$ cat config.mk
export PLATFORM = sky130hd
export DESIGN_NAME = cordic_gain_comp
export DESIGN_NICKNAME = d
export VERILOG_FILES = /design/src/rtl/cordic_gain_comp.sv
export SDC_FILE = /design/constraint.sdc
export NUM_CORES = 1
export LEC_CHECK = 0
export ABC_AREA = 1
export CORE_MARGIN = 5
export CORE_UTILIZATION = 49
export DETAILED_ROUTE_END_ITERATION = 7
export GPL_TIMING_DRIVEN = 0
export PLACE_DENSITY = 0.76
export SLEW_MARGIN = 20
export SYNTH_ARGS = -nofsm -noshare
export SYNTH_HDL_FRONTEND = slang
export SYNTH_SLANG_ARGS = --single-unit
$ cat constraint.sdc
create_clock -name clk -period 3.8 [get_ports clk]
set_input_delay 1.14 -clock clk [delete_from_list [all_inputs] [get_ports clk]]
set_output_delay 1.14 -clock clk [all_outputs]
set_load 0.02 [all_outputs]
$ cat src/rtl/cordic_gain_comp.sv
// cordic_gain_comp
//   Output stage for the 8-iteration CORDIC core. It multiplies res1/res2 by
//   K (~0.60725) to remove the CORDIC gain. The core has no valid signal, so a
//   {valid, mode} tag travels down a delay line that matches the core latency.
//   Results are then queued in a small FIFO with a valid/ready handshake,
//   because the core itself cannot be stalled.
//   All data words are 16-bit sign-magnitude: bit15 = sign, bits14:0 = Q7.8
//   magnitude.
//
// Ports
//   clk        rising-edge clock, shared with the core
//   reset      asynchronous active-low reset, shared with the core
//   in_valid   a sample is presented to the core in this cycle
//   mode       mode of that sample: 1 = rotation, 0 = vectoring
//   res1/res2  core results (res2 is the z angle in vectoring mode)
//   out_valid  the FIFO head holds a result
//   out_ready  the consumer takes the head at this edge
//   out_x      compensated res1
//   out_y      compensated res2 (rotation) or raw res2 (vectoring)
//   out_count  FIFO occupancy, 0..DEPTH
//   ovf        sticky: a result was dropped because the FIFO was full
module cordic_gain_comp #(
   parameter int          LATENCY = 8,
   parameter logic [15:0] K_GAIN  = 16'h9B75,
   parameter int          DEPTH   = 4
) (
   input  logic                     clk,
   input  logic                     reset,
   input  logic                     in_valid,
   input  logic                     mode,
   input  logic [15:0]              res1,
   input  logic [15:0]              res2,
   output logic                     out_valid,
   input  logic                     out_ready,
   output logic [15:0]              out_x,
   output logic [15:0]              out_y,
   output logic [$clog2(DEPTH):0]   out_count,
   output logic                     ovf
);

   localparam int AW = $clog2(DEPTH);
   localparam int CW = AW + 1;

   // Tag delay line. The tail lines up with the core result for the sample.
   logic [LATENCY-1:0] tag_v_sr, tag_m_sr;
   logic               tag_v, tag_m;

   always_ff @(posedge clk or negedge reset) begin
      if (!reset) begin
         tag_v_sr <= '0;
         tag_m_sr <= '0;
      end else begin
         tag_v_sr[0] <= in_valid;
         tag_m_sr[0] <= mode;
         for (int i = 1; i < LATENCY; i++) begin
            tag_v_sr[i] <= tag_v_sr[i-1];
            tag_m_sr[i] <= tag_m_sr[i-1];
         end
      end
   end

   assign tag_v = tag_v_sr[LATENCY-1];
   assign tag_m = tag_m_sr[LATENCY-1];

   // Stage A: multiply each magnitude by K. The products are 31-bit unsigned.
   logic [30:0] p1_c, p2_c;
   assign p1_c = {16'd0, res1[14:0]} * {15'd0, K_GAIN};
   assign p2_c = {16'd0, res2[14:0]} * {15'd0, K_GAIN};

   logic        a_v, a_s1, a_m;
   logic [30:0] a_p1, a_p2;
   logic [15:0] a_r2;

   always_ff @(posedge clk or negedge reset) begin
      if (!reset) begin
         a_v  <= 1'b0;
         a_s1 <= 1'b0;
         a_m  <= 1'b0;
         a_p1 <= '0;
         a_p2 <= '0;
         a_r2 <= '0;
      end else begin
         a_v <= tag_v;
         if (tag_v) begin
            a_s1 <= res1[15];
            a_m  <= tag_m;
            a_p1 <= p1_c;
            a_p2 <= p2_c;
            a_r2 <= res2;
         end
      end
   end

   // Stage B: round half up to Q7.8. Because K < 1, the result always fits in
   // 15 bits, so no saturation is needed. A zero magnitude is given a plus
   // sign (-0 becomes +0). The vectoring angle is passed through bit-exact.
   logic [14:0] mag1, mag2;
   assign mag1 = 15'((a_p1 + 31'd32768) >> 16);
   assign mag2 = 15'((a_p2 + 31'd32768) >> 16);

   logic        b_v;
   logic [15:0] b_x, b_y;

   always_ff @(posedge clk or negedge reset) begin
      if (!reset) begin
         b_v <= 1'b0;
         b_x <= '0;
         b_y <= '0;
      end else begin
         b_v <= a_v;
         if (a_v) begin
            b_x <= {a_s1 & (mag1 != '0), mag1};
            b_y <= a_m ? {a_r2[15] & (mag2 != '0), mag2} : a_r2;
         end
      end
   end

   // Output FIFO. A count register tells full apart from empty.
   // When the FIFO is empty, the outputs show the last word that was popped.
   logic [15:0]   mem_x [DEPTH];
   logic [15:0]   mem_y [DEPTH];
   logic [AW-1:0] wptr, rptr;
   logic [CW-1:0] count;
   logic [15:0]   hold_x, hold_y;
   logic          full, pop, wr;

   assign full = (count == CW'(DEPTH));
   assign pop  = out_valid & out_ready;
   // When the FIFO is full, a write can go in only if the head leaves at the
   // same edge. It then reuses the slot being freed.
   assign wr   = b_v & (~full | pop);

   always_ff @(posedge clk) begin
      if (wr) begin
         mem_x[wptr] <= b_x;
         mem_y[wptr] <= b_y;
      end
   end

   always_ff @(posedge clk or negedge reset) begin
      if (!reset) begin
         wptr   <= '0;
         rptr   <= '0;
         count  <= '0;
         ovf    <= 1'b0;
         hold_x <= '0;
         hold_y <= '0;
      end else begin
         if (wr) wptr <= wptr + AW'(1);
         if (pop) begin
            rptr   <= rptr + AW'(1);
            hold_x <= mem_x[rptr];
            hold_y <= mem_y[rptr];
         end
         if (wr && !pop)      count <= count + CW'(1);
         else if (!wr && pop) count <= count - CW'(1);
         if (b_v && full && !pop) ovf <= 1'b1;
      end
   end

   assign out_valid = (count != '0);
   assign out_x     = out_valid ? mem_x[rptr] : hold_x;
   assign out_y     = out_valid ? mem_y[rptr] : hold_y;
   assign out_count = count;

endmodule
# [Word level (Yosys, flattened, before mapping)]
# Memory sizes are Yosys's and may differ from the RTL's.
# Cells that the tools add are included.
[word_totals] in_bits=37 ramBits=128 output_inout_bits=37 word_cells=51 reg_bits=170 memories=2
[classes] eq_ne=1 n_mul=2 mux=7 n_bitwise=6 n_reduce_logical=10 add_sub_neg=6
[memory_table] memory="mem_x" words=4 width=16 read_ports=1 rd_clocked_by_memory_dff=0 write_ports=1 line="120" text="logic [15:0] mem_x [DEPTH];"
[memory_table] memory="mem_y" words=4 width=16 read_ports=1 rd_clocked_by_memory_dff=0 write_ports=1 line="121" text="logic [15:0] mem_y [DEPTH];"
[op_table] op="adder 31 x 16 -> 31 bit, second input constant" count=2
[op_table] op="multiplier 15 x 16 -> 31 bit, second input constant" count=2
[op_table] op="two-way mux 16 bit" count=3
[op_table] op="nonzero test 15 bit" count=2
[op_table] op="two-way mux 3 bit" count=2
[op_table] op="adder 2 x 1 -> 2 bit, second input constant" count=2
[op_table] op="bitwise AND 1 bit" count=4
[op_table] op="logical AND 1 bit" count=4
[op_table] op="adder 3 x 1 -> 3 bit, second input constant" count=1
[op_table] op="== test 3 bit, second input constant" count=1
[op_table] op="nonzero test 3 bit" count=1
[op_table] op="subtractor 3 x 1 -> 3 bit, second input constant" count=1
[op_table] op="logical NOT 1 bit" count=2
[op_table] op="two-way mux 1 bit" count=2
[op_table] op="nonzero test 2 bit" count=1
[op_table] op="NOT 1 bit" count=1
[op_table] op="bitwise OR 1 bit" count=1

# [Longest topological paths before layout]
# Gate-level depths: netlist (run 1).
[depth] ltp_word=8 ltp_mapped=24 ltp_nobuf=24

# [Worst setup path after synthesis (run 1)]
# OpenSTA, ideal clock, no wires.
[synth_path] kind="input port to flip-flop" from="in res2[3]" to="reg a_p2[15]" path_stages=18 arrival_ps=5350 path_buffers=0 setup_time_ps=132 setup_slack_ps=-1682 cell_sequence="fa_1 > fa_1 > fa_1 > inv_1 > fa_1 > inv_1 > fa_1 > fa_1 > ha_1 > nand2_1 > inv_1 > a21oi_1 > nand2_1 > nand2_1 > nand2_1 > or2_2 > nand3_1 > o21ai_0"
[synth_via] elab_chain_len=1
[synth_lines] element="from (decl)" line="32" text="input logic [15:0] res2,"
[synth_lines] element="multiplier 15 x 16 -> 31 bit" line="68" text="assign p2_c = {16'd0, res2[14:0]} * {15'd0, K_GAIN};"
[synth_lines] element="to (signal assigned)" line="88" text="a_p2 <= p2_c;"
[synth_lines] element="to (decl)" line="71" text="logic [30:0] a_p1, a_p2;"
# Every way passes these cells.
# A chain may end at the register's enable or synchronous reset.

# [Worst setup path after layout (run 1)]
[layout_path] from="in res1[4]" to="reg a_p1[16]"
[layout_via] elab_chain_len=1
[layout_lines] element="from (decl)" line="31" text="input logic [15:0] res1,"
[layout_lines] element="multiplier 15 x 16 -> 31 bit" line="67" text="assign p1_c = {16'd0, res1[14:0]} * {15'd0, K_GAIN};"
[layout_lines] element="to (signal assigned)" line="87" text="a_p1 <= p1_c;"
[layout_lines] element="to (decl)" line="71"
# Every way passes these cells.

==> impl_metrics.py, run 1 <==
metrics = {
    "sta": {
        "rsz0062_at_grt": "true",
        "tns_ns": -37.18,
        "slew_violations": 0,
        "post-route-period-util": 1.33,
        "fmax_mhz": 198,
        "setup_viol": 32,
        "finalHoldViolCount": 0,
        "skew_ns": 0.0156,
        "fin_crit_ns": 5.04,
        "worstMarginPinSlew_ns": 0.696,
        "hold_slack_ns": 0.347,
        "worst_slack_ns": -1.24,
        "max_slew_margin": 0.534,
    },
    "run": {
        "maxCapViolCount": 0,
    },
    "grt": {
        "grt_pass1_vias": 17000,
        "antenna_found_initial": 0,
        "grtUsageTotal": 0.213,
        "grt_max_degree": 103,
        "grt_pass1_wl_um": 83600,
        "overflow": 0,
    },
    "floorplan": {
        "die_x_um": 218,
        "die_y_um": 218,
        "start_util": 0.493,
        "placementRows": 76,
        "core_mm2": 0.0429,
        "pin_count": 74,
        "dieArea_mm2": 0.0474,
    },
    "synthesis": {
        "syn_inst": 2365,
        "synthesis.area_mm2": 0.0212,
        "yosysTopAreaCell": "edfxtp_1",
        "ys_warn_count": 0,
        "syn-num-nets": 2808,
        "synth_top_cells_by_count": "nand2_1 (613), inv_1 (431), ha_1 (219)",
        "async_flop_share": 0.522,
        "synth_edf_count": 128,
        "synthFlopType": "dfrtp_1",
        "post-synth-top-count-cell": "nand2_1",
        "ys_ff_latch": 268,
        "synth_area_per_cell_um2": 8.95,
        "ys_types": 37,
        "ys_seq_area_frac": 0.347,
        "synth_area_leaders": "edfxtp_1 (18%), fa_1 (18%), dfrtp_1 (17%), ha_1 (13%), nand2_1 (11%)",
        "synth_top_area_frac": 0.182,
    },
    "setup_path": {
        "reg2regPathDepth": 13,
        "required_ns": 4.25,
        "end_kind": "register",
        "path_class": "primary input to register",
        "worstPathCellList": "buf_12, buf_6, fa_2, fa_2, fa_1, inv_2, fa_1, inv_2, fa_1, fa_1, ha_4, nand2_4, inv_4, nand2_4, nor3_4, nand2_1, nand3_1, xor2_1, nand2_1, nand2_1",
        "crit_top_cell": "fa_1",
        "cp.buffers_inverters": 5,
        "crit_fanout": 5,
        "cpPeakStageDelay_ns": 0.54,
        "startpoint_type": "primary input",
        "cp_data_arrival_time_ns": 5.49,
        "cpLargestDelayFamily": "adder cells",
        "cp.depth": 20,
        "slowest_stage": "fa_1",
    },
    "route": {
        "via_per_inst": 5.23,
        "route.detailed.wl_per_inst_um": 16.5,
        "antenna_left": 0,
        "vias": 16300,
        "drt-total-wl_um": 51500,
        "firstDrtPassIters": 5,
        "route.detailed.drc": 0,
        "drtIter0Drc": 1039,
    },
    "worst_hold_path": {
        "hold_depth": 0,
        "min_path_type": "register to register",
    },
    "clock_network": {
        "root_buffer": "clkbuf_16",
        "h-tree-depth": 1,
        "cts_tree": "yes",
        "clk_pin_slew_ns": 0.06,
        "clock_latency_ns": 0.52,
        "clock_path_buffers": 3,
        "cts_made_buffers": 24,
        "ctsHoldBuffers": 0,
        "cts.sinks": 268,
    },
    "layout": {
        "area_delta_synth_final_pct": 23.9,
        "antenna_cells": 0,
        "drive_gt1_frac": 0.205,
        "nets": 2965,
        "fill_cells": 3444,
        "finalInstanceArea_mm2": 0.0262,
    },
    "placed_design": {
        "dp_slack_ns": -2.72,
        "dpl-instance-area_mm2": 0.0233,
        "portBuffers": 73,
        "place_congestion": 0.910,
        "post-dp-hpwl_um": 39700,
    },
    "status": {
        "violations": "negative setup slack",
        "status": "finished, violations left",
    },
}
kinds of logic after synthesis:
logic type | synth area share
adders and majority gates | 0.306
muxes | 0.000532
buffers and inverters | 0.0876
AOI/OAI and AO/OA | 0.0786
and+or+nand+nor | 0.173
DFF | 0.347
xor gates and xnor gates | 0.00662
stage by stage:
stage          utilization  cells
3_5_place_dp         0.544   3028
5_1_grt              0.611   3124
3_3_place_gp         0.541   3023
2_1_floorplan            -   2365
4_1_cts              0.593   3106
6_report             0.611   3124
area by class of cell:
class / instances / area [um^2] / share of cell area
plain buffers: 53 / 255 / 0.00974
clock buffers: 31 / 679 / 0.0259
clock inverters: 12 / 146 / 0.00558
inverters: 434 / 1650 / 0.0629
multi-input cells: 1610 / 13900 / 0.531
flip-flops and latches: 268 / 7350 / 0.280
well taps: 585 / 732 / 0.0279
repair buffers: 131 / 1480 / 0.0563
flip-flops by register name, summed over array words and instances, names as in the netlist, 2 cells and up:
signal and count:
a_p1 16, a_p2 18, a_r2 14, b_x 16
b_y 16, hold_x 16, hold_y 16, mem_x 64
mem_y 64, out_count 3, rptr 2, tag_m_sr 8
tag_v_sr 8, wptr 2
routing by layer:
layer | part of all wire | vias up | track usage | routed length, um
met5 | 0 | - | 0 | 0
met3 | 0.036 | 91 | 0.0187 | 1850
met2 | 0.51 | 379 | 0.386 | 26100
li1 | - | 7885 | - | -
met1 | 0.43 | 7987 | 0.278 | 22300
met4 | 0.024 | 0 | 0.0511 | 1220
what timing repair did:
action,CTS,global route
endpoints found under the setup margin,64,60
gates resized for setup,445,193
pin swaps,131,163
cloned,0,0
buffers inserted,35,18
cell usage in the layout (no fill, tap or decap), types with 49 or more instances in the layout:
| cell type | n |
|---|---|
| nand2_1 | 525 |
| o21ai_0 | 107 |
| ha_4 | 55 |
| ha_1 | 160 |
| nand3_1 | 58 |
| fa_1 | 173 |
| edfxtp_1 | 128 |
| nand2_2 | 57 |
| inv_1 | 378 |
| nor2_1 | 85 |
| a21oi_1 | 77 |
| inv_2 | 49 |
| dfrtp_1 | 140 |
final timing paths:
path	startpoint	to	slack [ns]
max	res1[4]	a_p1[16]$_DFFE_PN0P_	-1.24
min	tag_v_sr[6]$_DFF_PN0_	tag_v_sr[7]$_DFF_PN0_	0.35
max reg2reg	out_count[0]$_DFFE_PN0P_	out_count[2]$_DFFE_PN0P_	1.05
min reg2reg	tag_v_sr[6]$_DFF_PN0_	tag_v_sr[7]$_DFF_PN0_	0.35
max in group asynchronous	reset	tag_m_sr[5]$_DFF_PN0_	2.50
min in group asynchronous	reset	hold_x[15]$_DFFE_PN0P_	0.50
Power of run 1 is not shown: default switching activity piles up to over one toggle a cycle in this logic, so the estimate is an artifact.
==> inputs of run 2 (changes only) <==
--- a/config.mk
+++ b/config.mk
@@ -11,6 +11,7 @@
 export DETAILED_ROUTE_END_ITERATION = 7
 export GPL_TIMING_DRIVEN = 0
 export PLACE_DENSITY = 0.76
+export RECOVER_POWER = 100
 export SLEW_MARGIN = 20
 export SYNTH_ARGS = -nofsm -noshare
 export SYNTH_HDL_FRONTEND = slang
==> run 2 against run 1 <==
Effect of this change: the flow finishes with violations (max-capacitance violations, max-slew violations, negative setup slack); routed wire length is 0.20% higher; via count is 0.41% higher; sequential share of layout area is 0.33 points higher; die area did not move; fmax about the same; cell area is 1.2% lower; hold slack is essentially flat; first-iteration DRC count down 3.8%.
==> impl_metrics.py, run 2 (synthesis gave the netlist of run 1 again) <==
metrics = {
    "clock_network": {
        "cts_tree": "yes",
        "clock_latency_ns": 0.52,
        "root_buffer": "clkbuf_16",
        "clk_pin_slew_ns": 0.06,
        "clock_path_buffers": 3,
        "cts_made_buffers": 24,
        "ctsHoldBuffers": 0,
        "cts.sinks": 268,
        "h-tree-depth": 1,
    },
    "route": {
        "vias": 16400,
        "route.detailed.wl_per_inst_um": 16.5,
        "drt-total-wl_um": 51600,
        "antenna_left": 0,
        "firstDrtPassIters": 5,
        "drtIter0Drc": 1000,
        "route.detailed.drc": 0,
        "via_per_inst": 5.25,
    },
    "grt": {
        "grtUsageTotal": 0.213,
        "overflow": 0,
        "grt_pass1_wl_um": 83600,
        "antenna_found_initial": 0,
        "grt_max_degree": 103,
        "grt_pass1_vias": 17000,
    },
    "sta": {
        "fmax_mhz": 199,
        "rsz0062_at_grt": "true",
        "fin_crit_ns": 5.04,
        "setup_viol": 35,
        "finalHoldViolCount": 0,
        "worst_slack_ns": -1.24,
        "skew_ns": 0.0123,
        "worstMarginPinSlew_ns": 2.12,
        "tns_ns": -37.69,
        "post-route-period-util": 1.33,
        "max_slew_margin": -0.415,
        "slew_violations": 40,
    },
    "setup_path": {
        "cp_data_arrival_time_ns": 5.48,
        "cpPeakStageDelay_ns": 0.54,
        "crit_fanout": 5,
        "slowest_stage": "fa_1",
        "worstPathCellList": "buf_12, buf_6, fa_2, fa_2, fa_1, inv_2, fa_1, inv_2, fa_1, fa_1, ha_4, nand2_4, inv_4, nand2_4, nor3_4, nand2_1, nand3_1, xor2_1, nand2_1, nand2_1",
        "reg2reg_slack_ns": 0.69,
        "path_class": "primary input to register",
        "required_ns": 4.25,
        "end_kind": "register",
        "crit_top_cell": "fa_1",
        "r2r_end": "out_count[2]$_DFFE_PN0P_",
        "startpoint_type": "primary input",
        "reg2regPathDepth": 13,
        "reg2reg_from": "out_count[0]$_DFFE_PN0P_",
    },
    "placed_design": {
        "portBuffers": 73,
        "dpl-instance-area_mm2": 0.0233,
        "place_congestion": 0.910,
        "post-dp-hpwl_um": 39700,
        "place_inst": 3028,
    },
    "layout": {
        "multiInputGateArea_mm2": 0.0139,
        "nets": 2965,
        "finalInstanceArea_mm2": 0.0259,
        "area_delta_synth_final_pct": 22.4,
        "instances_no_fill": 3124,
        "regArea_mm2": 0.00735,
        "layout_commonest_cell": "nand2_1",
        "final_util": 0.604,
        "reg_top3": "mem_x: 64 flops, mem_y: 64 flops, a_p2: 18 flops",
        "antenna_cells": 0,
        "drive_gt1_frac": 0.198,
        "fill_cells": 3504,
        "final_cell_mix": "nand2_1 (525), inv_1 (378), fa_1 (173)",
    },
    "floorplan": {
        "pin_count": 74,
        "start_util": 0.493,
        "die_x_um": 218,
        "core_mm2": 0.0429,
        "die_y_um": 218,
        "dieArea_mm2": 0.0474,
        "placementRows": 76,
    },
    "run": {
        "maxCapViolCount": 1,
    },
    "status": {
        "violations": "max-capacitance violations, max-slew violations, negative setup slack",
        "status": "finished, violations left",
    },
    "worst_hold_path": {
        "hold_depth": 0,
        "hold_start": "tag_v_sr[6]$_DFF_PN0_",
        "holdPathEnd": "tag_v_sr[7]$_DFF_PN0_",
        "min_path_type": "register to register",
    },
}
[run 2: worst max path at each step]
stage | startpoint | to | slack [ns] | depth (start not counted)
6_report | res1[4] | a_p1[16]$_DFFE_PN0P_ | -1.24 | 20
3_3_place_gp | reset | tag_m_sr[0]$_DFF_PN0_ | -3.80 | 1
4_1_cts | res1[4] | a_p1[22]$_DFFE_PN0P_ | -1.22 | 21
2_1_floorplan | res2[4] | a_p2[15]$_DFFE_PN0P_ | -1.41 | 20
5_1_grt | res2[4] | a_p2[15]$_DFFE_PN0P_ | -1.33 | 21
3_5_place_dp | res2[4] | a_p2[22]$_DFFE_PN0P_ | -2.72 | 21
[run 2: timing repair]
item	in CTS	in global routing
pin swaps	131	163
gates cloned	0	0
gates resized for setup	445	193
buffers inserted	35	18
endpoints found under the setup margin	64	60
[run 2: through the flow]
| step | setup slack [ns] | hold slack [ns] |
|---|---|---|
| after global routing | -1.33 | 0.354 |
| after CTS | -1.22 | 0.349 |
| final | -1.24 | 0.347 |
| after floorplan | -1.41 | 0.331 |
| after detailed placement | -2.72 | 0.335 |
| after global placement | -3.80 | 0.335 |
[run 2: final cells by class]
class,count,share of cell area
multi-input cells,1610,0.536
clock buffers,31,0.0262
well taps,585,0.0283
repair buffers,131,0.0476
inverters,434,0.0637
clock inverters,12,0.00565
plain buffers,53,0.00903
flip-flops and latches,268,0.284
[run 2: worst max-delay path: cells and delay by family]
family                     cells  cell delay, ns
xor gates and xnor gates       1            0.20
adders and majority gates      7            3.15
buffers and inverters          5            0.39
and+or+nand+nor                7            0.60
[run 2: routing by layer]
layer  routed length [um]  global-route usage
met5                    0                   0
met4                 1280              0.0511
met1                22300               0.278
met3                 1860              0.0187
met2                26100               0.386
Power of run 2 is left out for the same reason.
==> patch, RTL diff (settings of run 1) <==
Change the parameter `DEPTH` from 4 to 8.
--- a/src/rtl/cordic_gain_comp.sv
+++ b/src/rtl/cordic_gain_comp.sv
@@ -24,3 +24,3 @@
    parameter logic [15:0] K_GAIN  = 16'h9B75,
-   parameter int          DEPTH   = 4
+   parameter int          DEPTH   = 8
 ) (
Ports: changed (resized out_count); port bits go from 74 to 75. No check against the original RTL was run, so the function may have changed too.
==> patch against run 1 <==
  * The run still ends with setup timing left
  * Fmax fell by 2.7%
  * Routed wire length rose by 26%
  * Design area rose by 20%
  * Die area rose by 23%
  * Synthesized area rose by 24%
  * Count of clock-buffer cells in the layout rose by 24
  * Sequential cell count rose by 131
  * Synthesized cell count rose by 13%
  * Worst hold slack got worse by 0.0026 ns
  * Setup slack got worse by 0.14 ns
  * Sequential share of layout area rose by 7.8 points
  * Critical path type unchanged
  * Largest cell class unchanged
  * Highest routed layer unchanged
Power is not shown: default switching activity piles up to over one toggle a cycle in this logic, so the estimate is an artifact.
==> patch: results (changes against run 1) <==
Worst setup path
  – Destination of the critical timing path: a_p2[27]$_DFFE_PN0P_
  – FF-to-FF End: out_count[3]$_DFFE_PN0P_
  – Critical path origin: res2[5]

Detailed routing
  – Via count: 19,400 (+19%)
  – Count of routing violations after the opening detailed-route iteration: 1,398 (+35%)
  – Routed met2 length: 32.7 mm (+25%)
  – Met3 Wirelength: 3.58 mm (+93%)

Synthesis
  – Average cell area after synthesis: 9.87 um2 (+10%)
  – Cell types with the highest counts after synthesis: nand2_1 (482), inv_1 (422), edfxtp_1 (256)
  – Number of distinct library cells after synthesis: 41 (+11%)
  – Adder-cell area share of the yosys netlist: 0.247 (-0.0593)
  – Fraction of the mapped netlist area in compound gates: 0.0871 (+0.00851)
  – Async set or reset register ratio after synthesis: 0.358 (-0.164)
  – Top post-synthesis cells by area: edfxtp_1 (29%), fa_1 (14%), dfrtp_1 (14%), ha_1 (10%), nand2_1 (6.9%)
  – Seq/Total Area, Yosys: 0.428 (+0.0813)
  – Number of flops mapped to enable cells by yosys: 256 (+100%)

Min path
  – Endpoint, Worst Hold: tag_v_sr[5]$_DFF_PN0_

Placement
  – Total instance count after detailed placement: 3,442 (+14%)
  – Half-perimeter wire length of the detailed placement result: 49.0 mm (+24%)
  – Global placement routability congestion: 0.926 (+1.8%)
  – Buffers added on ports: 74 (+1.4%)

Layout
  – Registers with the most flip-flops: mem_x: 128 flops, mem_y: 128 flops, a_p2: 18 flops
  – Fraction of layout instances using a drive strength above 1: 0.179 (-0.0259)

GRT
  – Global-route wire length before repair: 104 mm (+25%)
  – Via count of the first global-routing pass: 20,200 (+19%)
  – Total track usage: 0.217 (+0.00416)
  – Met3 track demand over resource in global routing: 0.0230 (+0.00423)
  – Met1 demand-to-capacity share in global routing: 0.285 (+0.00690)
  – Largest net degree at the start of global routing: 102 (-0.97%)

Clock tree
  – Total clock buffers created by CTS: 39 (+63%)
  – Post-CTS resize count: 417 (-6.3%)
  – Number of post-CTS setup repair buffers: 22 (-37%)

Timing
  – Number of setup violations in the final report: 32 (unchanged)
  – Setup ws final: -1.38 ns (-0.142 ns)

Outcome
  – Failing checks: setup timing
  – Result of the run: finished, violations left
-- patch: changes by cell type after synthesis, moves of 34 or more --
cell	run 1	this run
nor2_1	123	255
nand2_1	613	482
edfxtp_1	128	256
o21ai_1	1	68
o21ai_0	128	162
-- patch: layout make-up --
class,count,share of cell area
plain buffers,79,0.0148
clock buffers,55,0.0356
clock inverters,15,0.00601
inverters,427,0.0513
multi-input cells,1758,0.468
flip-flops and latches,399,0.358
well taps,696,0.0277
repair buffers,118,0.0384
-- patch: metrics by stage --
| step | setup slack (ns) | hold slack (ns) | utilization | instance area [um2] | TNS [ns] |
|---|---|---|---|---|---|
| after floorplan | -1.46 | 0.331 | - | 26700 | -43.63 |
| after global placement | -3.94 | 0.336 | 0.529 | 28300 | -1009.94 |
| after detailed placement | -2.83 | 0.335 | 0.535 | 28600 | -84.65 |
| after CTS | -1.32 | 0.346 | 0.577 | 30900 | -39.22 |
| after global routing | -1.52 | 0.353 | 0.588 | 31400 | -45.16 |
| final | -1.38 | 0.345 | 0.588 | 31400 | -40.39 |
